<file path="src/rtl/mem_demux.sv">
`default_nettype none
//============================================================================
// Module      : mem_demux
// Description : Single-outstanding request demultiplexer. One upstream
//               request is registered, routed to one of two downstream
//               memory ports by address region, and the selected port's
//               response is returned upstream as a one-cycle strobe.
//
// Ports       :
//   clk, rst            clock (rising edge) / asynchronous active-high reset
//   req_valid/ready     upstream request handshake (ready only in IDLE)
//   req_addr/wdata/we   upstream request payload
//   m_addr/wdata/we     registered payload shared by both ports
//   m0_valid/m1_valid   per-port request strobe (only in ISSUE)
//   m0_ready/m1_ready   per-port request accept
//   m0_/m1_rsp_valid    per-port response strobe
//   m0_/m1_rdata        per-port response data
//   rsp_valid           one-cycle upstream response strobe
//   rsp_rdata           upstream response data (held until next response)
//   rsp_err             response was produced by a timeout
//
// Parameters  :
//   M1_REGION       req_addr[31:28] value that selects port 1
//   TIMEOUT_CYCLES  WAIT cycles before a timeout response
//
// Build option:
//   MEM_DEMUX_TIMEOUT_EN  when defined, adds the WAIT-state timeout counter.
//                         When undefined, WAIT is unbounded and rsp_err=0.
//
// Revision    : 1.0 - initial release
//============================================================================
module mem_demux #(
    parameter logic [3:0] M1_REGION      = 4'hF,
    parameter logic [7:0] TIMEOUT_CYCLES = 8'd255
) (
    input  logic        clk,
    input  logic        rst,
    // upstream request
    input  logic        req_valid,
    output logic        req_ready,
    input  logic [31:0] req_addr,
    input  logic [31:0] req_wdata,
    input  logic        req_we,
    // shared downstream payload
    output logic [31:0] m_addr,
    output logic [31:0] m_wdata,
    output logic        m_we,
    // port 0
    output logic        m0_valid,
    input  logic        m0_ready,
    input  logic        m0_rsp_valid,
    input  logic [31:0] m0_rdata,
    // port 1
    output logic        m1_valid,
    input  logic        m1_ready,
    input  logic        m1_rsp_valid,
    input  logic [31:0] m1_rdata,
    // upstream response
    output logic        rsp_valid,
    output logic [31:0] rsp_rdata,
    output logic        rsp_err
);

    typedef enum logic [1:0] {
        S_IDLE  = 2'd0,
        S_ISSUE = 2'd1,
        S_WAIT  = 2'd2,
        S_RESP  = 2'd3
    } state_t;

    state_t      r_state;
    state_t      w_next;

    logic [31:0] r_addr;
    logic [31:0] r_wdata;
    logic        r_we;
    logic        r_sel;      // 1 = port 1 selected for the current transaction
    logic [31:0] r_rdata;

    logic        w_port_ready;
    logic        w_rsp_hit;
    logic [31:0] w_rsp_data;
    logic        w_accept;
    logic        w_issue_done;
    logic        w_timeout;

    // Only the selected port's strobes are ever looked at.
    assign w_port_ready = r_sel ? m1_ready     : m0_ready;
    assign w_rsp_data   = r_sel ? m1_rdata     : m0_rdata;
    assign w_rsp_hit    = (r_state == S_WAIT) && (r_sel ? m1_rsp_valid : m0_rsp_valid);
    assign w_accept     = (r_state == S_IDLE) && req_valid && !rst;
    assign w_issue_done = (r_state == S_ISSUE) && w_port_ready;

`ifdef MEM_DEMUX_TIMEOUT_EN
    logic [7:0] r_cnt;
    logic       r_err;

    // Counter holds the number of completed WAIT cycles; the timeout fires in
    // the WAIT cycle numbered TIMEOUT_CYCLES so a response arriving in that
    // same cycle can still take priority.
    assign w_timeout = (r_state == S_WAIT) && (r_cnt == (TIMEOUT_CYCLES - 8'd1));

    always_ff @(posedge clk or posedge rst) begin
        if (rst) begin
            r_cnt <= 8'd0;
            r_err <= 1'b0;
        end else begin
            if (w_issue_done) begin
                r_cnt <= 8'd0;
            end else if (r_state == S_WAIT) begin
                r_cnt <= r_cnt + 8'd1;
            end

            if (w_rsp_hit) begin
                r_err <= 1'b0;
            end else if (w_timeout) begin
                r_err <= 1'b1;
            end
        end
    end

    assign rsp_err = r_err;
`else
    // Timeout length is irrelevant when no counter is built.
    logic w_unused_cfg;
    assign w_unused_cfg = ^TIMEOUT_CYCLES;

    assign w_timeout = 1'b0;
    assign rsp_err   = 1'b0;
`endif

    //------------------------------------------------------------------------
    // State register
    //------------------------------------------------------------------------
    always_ff @(posedge clk or posedge rst) begin
        if (rst) begin
            r_state <= S_IDLE;
        end else begin
            r_state <= w_next;
        end
    end

    //------------------------------------------------------------------------
    // Next state and control outputs
    //------------------------------------------------------------------------
    always_comb begin
        w_next    = r_state;
        req_ready = 1'b0;
        m0_valid  = 1'b0;
        m1_valid  = 1'b0;
        rsp_valid = 1'b0;

        case (r_state)
            S_IDLE: begin
                // Ready is masked by rst so it reads 0 throughout reset even
                // though the state register already sits in IDLE.
                req_ready = !rst;
                if (req_valid) begin
                    w_next = S_ISSUE;
                end
            end
            S_ISSUE: begin
                m0_valid = !r_sel;
                m1_valid = r_sel;
                if (w_port_ready) begin
                    w_next = S_WAIT;
                end
            end
            S_WAIT: begin
                if (w_rsp_hit || w_timeout) begin
                    w_next = S_RESP;
                end
            end
            S_RESP: begin
                rsp_valid = 1'b1;
                w_next    = S_IDLE;
            end
            default: begin
                w_next = S_IDLE;
            end
        endcase
    end

    //------------------------------------------------------------------------
    // Request payload and response data registers
    //------------------------------------------------------------------------
    always_ff @(posedge clk or posedge rst) begin
        if (rst) begin
            r_addr  <= 32'd0;
            r_wdata <= 32'd0;
            r_we    <= 1'b0;
            r_sel   <= 1'b0;
            r_rdata <= 32'd0;
        end else begin
            if (w_accept) begin
                r_addr  <= req_addr;
                r_wdata <= req_wdata;
                r_we    <= req_we;
                r_sel   <= (req_addr[31:28] == M1_REGION);
            end

            // Data is captured for writes too; upstream sees whatever the
            // port returned.
            if (w_rsp_hit) begin
                r_rdata <= w_rsp_data;
            end else if (w_timeout) begin
                r_rdata <= 32'hDEAD_BEEF;
            end
        end
    end

    assign m_addr    = r_addr;
    assign m_wdata   = r_wdata;
    assign m_we      = r_we;
    assign rsp_rdata = r_rdata;

endmodule
`default_nettype wire

</file>
<file path="config.mk">
export PLATFORM = sky130hd
export DESIGN_NAME = mem_demux
export DESIGN_NICKNAME = d
export VERILOG_FILES = /design/src/rtl/mem_demux.sv
export SDC_FILE = /design/constraint.sdc
export NUM_CORES = 1
export LEC_CHECK = 0
export CAP_MARGIN = 20
export CORE_ASPECT_RATIO = 1.4
export CORE_MARGIN = 10
export CORE_UTILIZATION = 36
export CTS_BUF_LIST = sky130_fd_sc_hd__clkbuf_8
export DETAILED_ROUTE_END_ITERATION = 10
export PLACE_DENSITY = 0.79
export SLEW_MARGIN = 25
export SYNTH_ARGS = -nofsm -noshare
export SYNTH_HDL_FRONTEND = slang
export SYNTH_SLANG_ARGS = --single-unit
</file>
<file path="constraint.sdc">
create_clock -name clk -period 3.2 [get_ports clk]
set_clock_uncertainty 0.1 [all_clocks]
set_input_delay 0.8 -clock clk [delete_from_list [all_inputs] [get_ports clk]]
set_output_delay 0.8 -clock clk [all_outputs]
set_load 0.01 [all_outputs]
</file>
==> metrics.md <==
| Metric | Value |
|---|---|
| R2R depth | `4` |
| Max FO, Critical Path | `3` |
| Syn-to-layout area delta | `63.9%` |
| Clock-pin slew on the worst setup and hold paths | `0.08 ns` |
| Final setup fails | `0` |
| Commonest non-fill, non-tap cell in the layout | `clkdlybuf4s50_1` |
| Worst EP required | `2.30 ns` |
| PostCTS Resize Cnt | `0` |
| Cell Chain, Critical Path | `clkdlybuf4s50_1, nor2b_1, clkdlybuf4s50_1` |
| Syn_area_per_cell | `13.6 um^2` |
| Final Hold Viols | `0` |
| I/O Buffers | `roughly 240` |
| Initial antenna violation count | `0` |
| Final TNS setup | `0 ns` |
| R2R Path End | `r_state[1]$_DFFE_PP0P_` |
| Gr usage total | `between 10 and 15%` |
| Hold Crit Class | `register to register` |
| Number of routed nets with antenna violations | `0` |
| Initial cell density of the core | `37.0%` |
| RSZ-0062 raised after global routing | `false` |
| Tcrit/Tclk final | `around nine tenths` |
| FF+latch area | `2500 um^2` |
| Data arrival, critical path | `about 2.0 ns` |
| Vias in the first global route | `roughly 3700` |
| Max Cap Viol | `0` |
| DR vias | `3354` |
| Crit-path slowest cell | `clkdlybuf4s50_1` |
| R2R Path Start | `r_sel$_DFFE_PP0P_` |
| Highest-count cells in the layout ignoring fill and taps | `clkdlybuf4s50_1, dfrtp_1, mux2_1` |
| Reg2reg setup slack | `around 1.1 ns` |
| DR pass1 iterations | `4` |
| Chip Width | `between 100 and 150 um` |
| Non-Filler Instances | `686` |
| WP buf/inv | `2` |
| LEAKAGE | `~2.8 nW` |
| Drt total wl | `between 10000 and 15000 um` |
| CP dominant cell by count | `clkdlybuf4s50_1` |
| Netlist cell types | `23` |
| Initial detailed-routing violation count | `89` |
| CTS tree | `yes` |
| Worst vdd ir | `between 0.3 and 0.4 mV` |
| Crit Path Class | `input pin to primary output` |
| Multi-input logic area | `1580 um^2` |
| Post-Synthesis Cells | `311` |
| Pins over their slew limit | `0` |
| Startpoint Class | `input pin` |
| CTS max path bufs | `2` |
| Die area | `about 17000 um^2` |
| FMAX | `~0.35 GHz` |
| Synth Register Bits | `100` |
| Cell Pwr Density | `a little under 900 nW/um^2` |
| Max H-tree Level | `3` |
| Post-DR vias/cell | `~5` |
| Rows | `46` |
| # IOs | `roughly 240` |
| Clk root buf | `clkbuf_8` |
| Clock period minus worst slack | `between 2 and 3 ns` |
| Drt wl/cell | `18.8 um` |
| CP peak stage delay | `between 0.5 and 0.6 ns` |
| Sequential area share after synthesis | `59.3%` |
| Mapped Area | `4220 um^2` |
| Worst path top cell family by delay | `buffers and inverters` |
| Status | `finished, final reports clean` |
| # DRC | `0` |
| Hold EP | `m_wdata[15]$_DFFE_PP0P_` |
| Detailed Place HPWL | `~10000 um` |
| Worst Min Path Start | `m_wdata[15]$_DFFE_PP0P_` |
| Post-cts hold buffer count | `0` |
| Worst Setup SP | `rst` |
| CP endpoint kind | `primary output` |
| Largest net degree at the start of global routing | `approximately 100` |
| CTS Buf Count | `9` |
| FILL cells | `between 900 and 1000` |
| Final core occ | `60.7%` |
| Global route overflow | `0` |
| Global-route wire length before repair | `20100 um` |
| Diode count | `0` |
| Area of the core | `~11000 um^2` |
| Worst slew margin | `slightly above 60%` |
| GP Congestion | `slightly above 0.7` |
| Slew at the pin closest to its max-slew limit | `between 0.5 and 0.6 ns` |
| Syn Nets | `~450` |
| Fraction of layout cells with a size suffix above 1 | `4.61%` |
| # Post-CTS Setup Buffers | `0` |
| Warnings from Yosys | `0` |
| Nets | `677` |
| Chip height | `around 150 um` |
| Worst skew pair latency | `~0.35 ns` |
| Placed instance count | `670` |
| Hold Crit Depth | `1` |
| CTS sink cnt | `100` |
cell families after synthesis:
logic type               Yosys count  share of synthesized area (%)
AND/OR/NAND/NOR                    8                           1.04
adder cells (fa/ha/maj)            4                           1.19
buffers and inverters             30                           3.35
multiplexers                     101                           25.9
flip-flops                       100                           59.3
AO/OA/AOI/OAI                     67                           9.10
other                              1                         0.0889
how the worst max path moves through the flow:
stage                            end  cells past startpoint
6_report                   req_ready                      3
5_1_grt                    req_ready                      3
4_1_cts                    req_ready                      3
3_5_place_dp               req_ready                      3
3_3_place_gp               req_ready                      3
2_1_floorplan  m_addr[0]$_DFFE_PP0P_                      1
cell type report:
| class | instances | share of cell area [%] |
|---|---|---|
| clock buffers | 11 | 2.19 |
| clock inverters | 5 | 0.850 |
| inverters | 4 | 0.271 |
| multi-input cells | 181 | 22.8 |
| flip-flops and latches | 100 | 36.2 |
| well taps | 144 | 2.60 |
| repair buffers | 241 | 35.1 |
Yosys cell counts:
cell       count  area [um^2]
a21oi_1       32          160
a222oi_1       1         10.0
a2bb2oi_1      1         8.76
a31oi_1       32          200
and2_1         1         6.26
buf_1          3         11.3
buf_2         14         70.1
buf_4          1         7.51
buf_6          1         11.3
clkbuf_1       7         26.3
conb_1         1         3.75
dfrtp_1      100         2500
ha_1           4         50.1
inv_1          4         15.0
mux2_1        66          743
mux2_2         1         11.3
mux2i_1       34          340
nand2_1        2         7.51
nand3b_1       1         7.51
nand4_1        1         6.26
nor2_1         1         3.75
nor2b_1        2         12.5
o21ai_1        1         5.00
registers in the layout (all words and copies together) (netlist names):
signal / cells
rsp_rdata: 32
r_sel: 1
r_state: 2
m_we: 1
m_addr: 32
m_wdata: 32
stage by stage:
| stage | worst slack, ns | hold slack, ns | instance area (um^2) | power, W |
|---|---|---|---|---|
| 2_1_floorplan | 1.11 | 0.412 | 4220 | 0.00348 |
| 3_3_place_gp | 0.311 | 0.373 | 6710 | 0.00514 |
| 3_5_place_dp | 0.302 | 0.380 | 6710 | 0.00527 |
| 4_1_cts | 0.304 | 0.401 | 6920 | 0.00612 |
| 5_1_grt | 0.256 | 0.407 | 6920 | 0.00641 |
| 6_report | 0.311 | 0.395 | 6920 | 0.00601 |
per-layer routing:
metal	global-route usage, %	wire [um]	vias to the layer above
met4	5.28	194	0
met5	0	0	-
met3	5.43	1060	16
li1	-	-	1576
met2	26.9	6860	148
met1	15.7	4820	1614
power by group:
part	switching (W)	internal, W
Sequential	0.000335	0.00189
Combinational	0.00124	0.00170
Clock	0.000432	0.000406
Total	0.00201	0.00400
worst register-to-register path, cell delays in order (launching register included):
cell and delay, ns:
dfrtp_2 0.57, buf_4 0.45, mux2i_1 0.19, a222oi_1 0.35, mux2_1 0.36
Power figures use the tool's default switching activity.
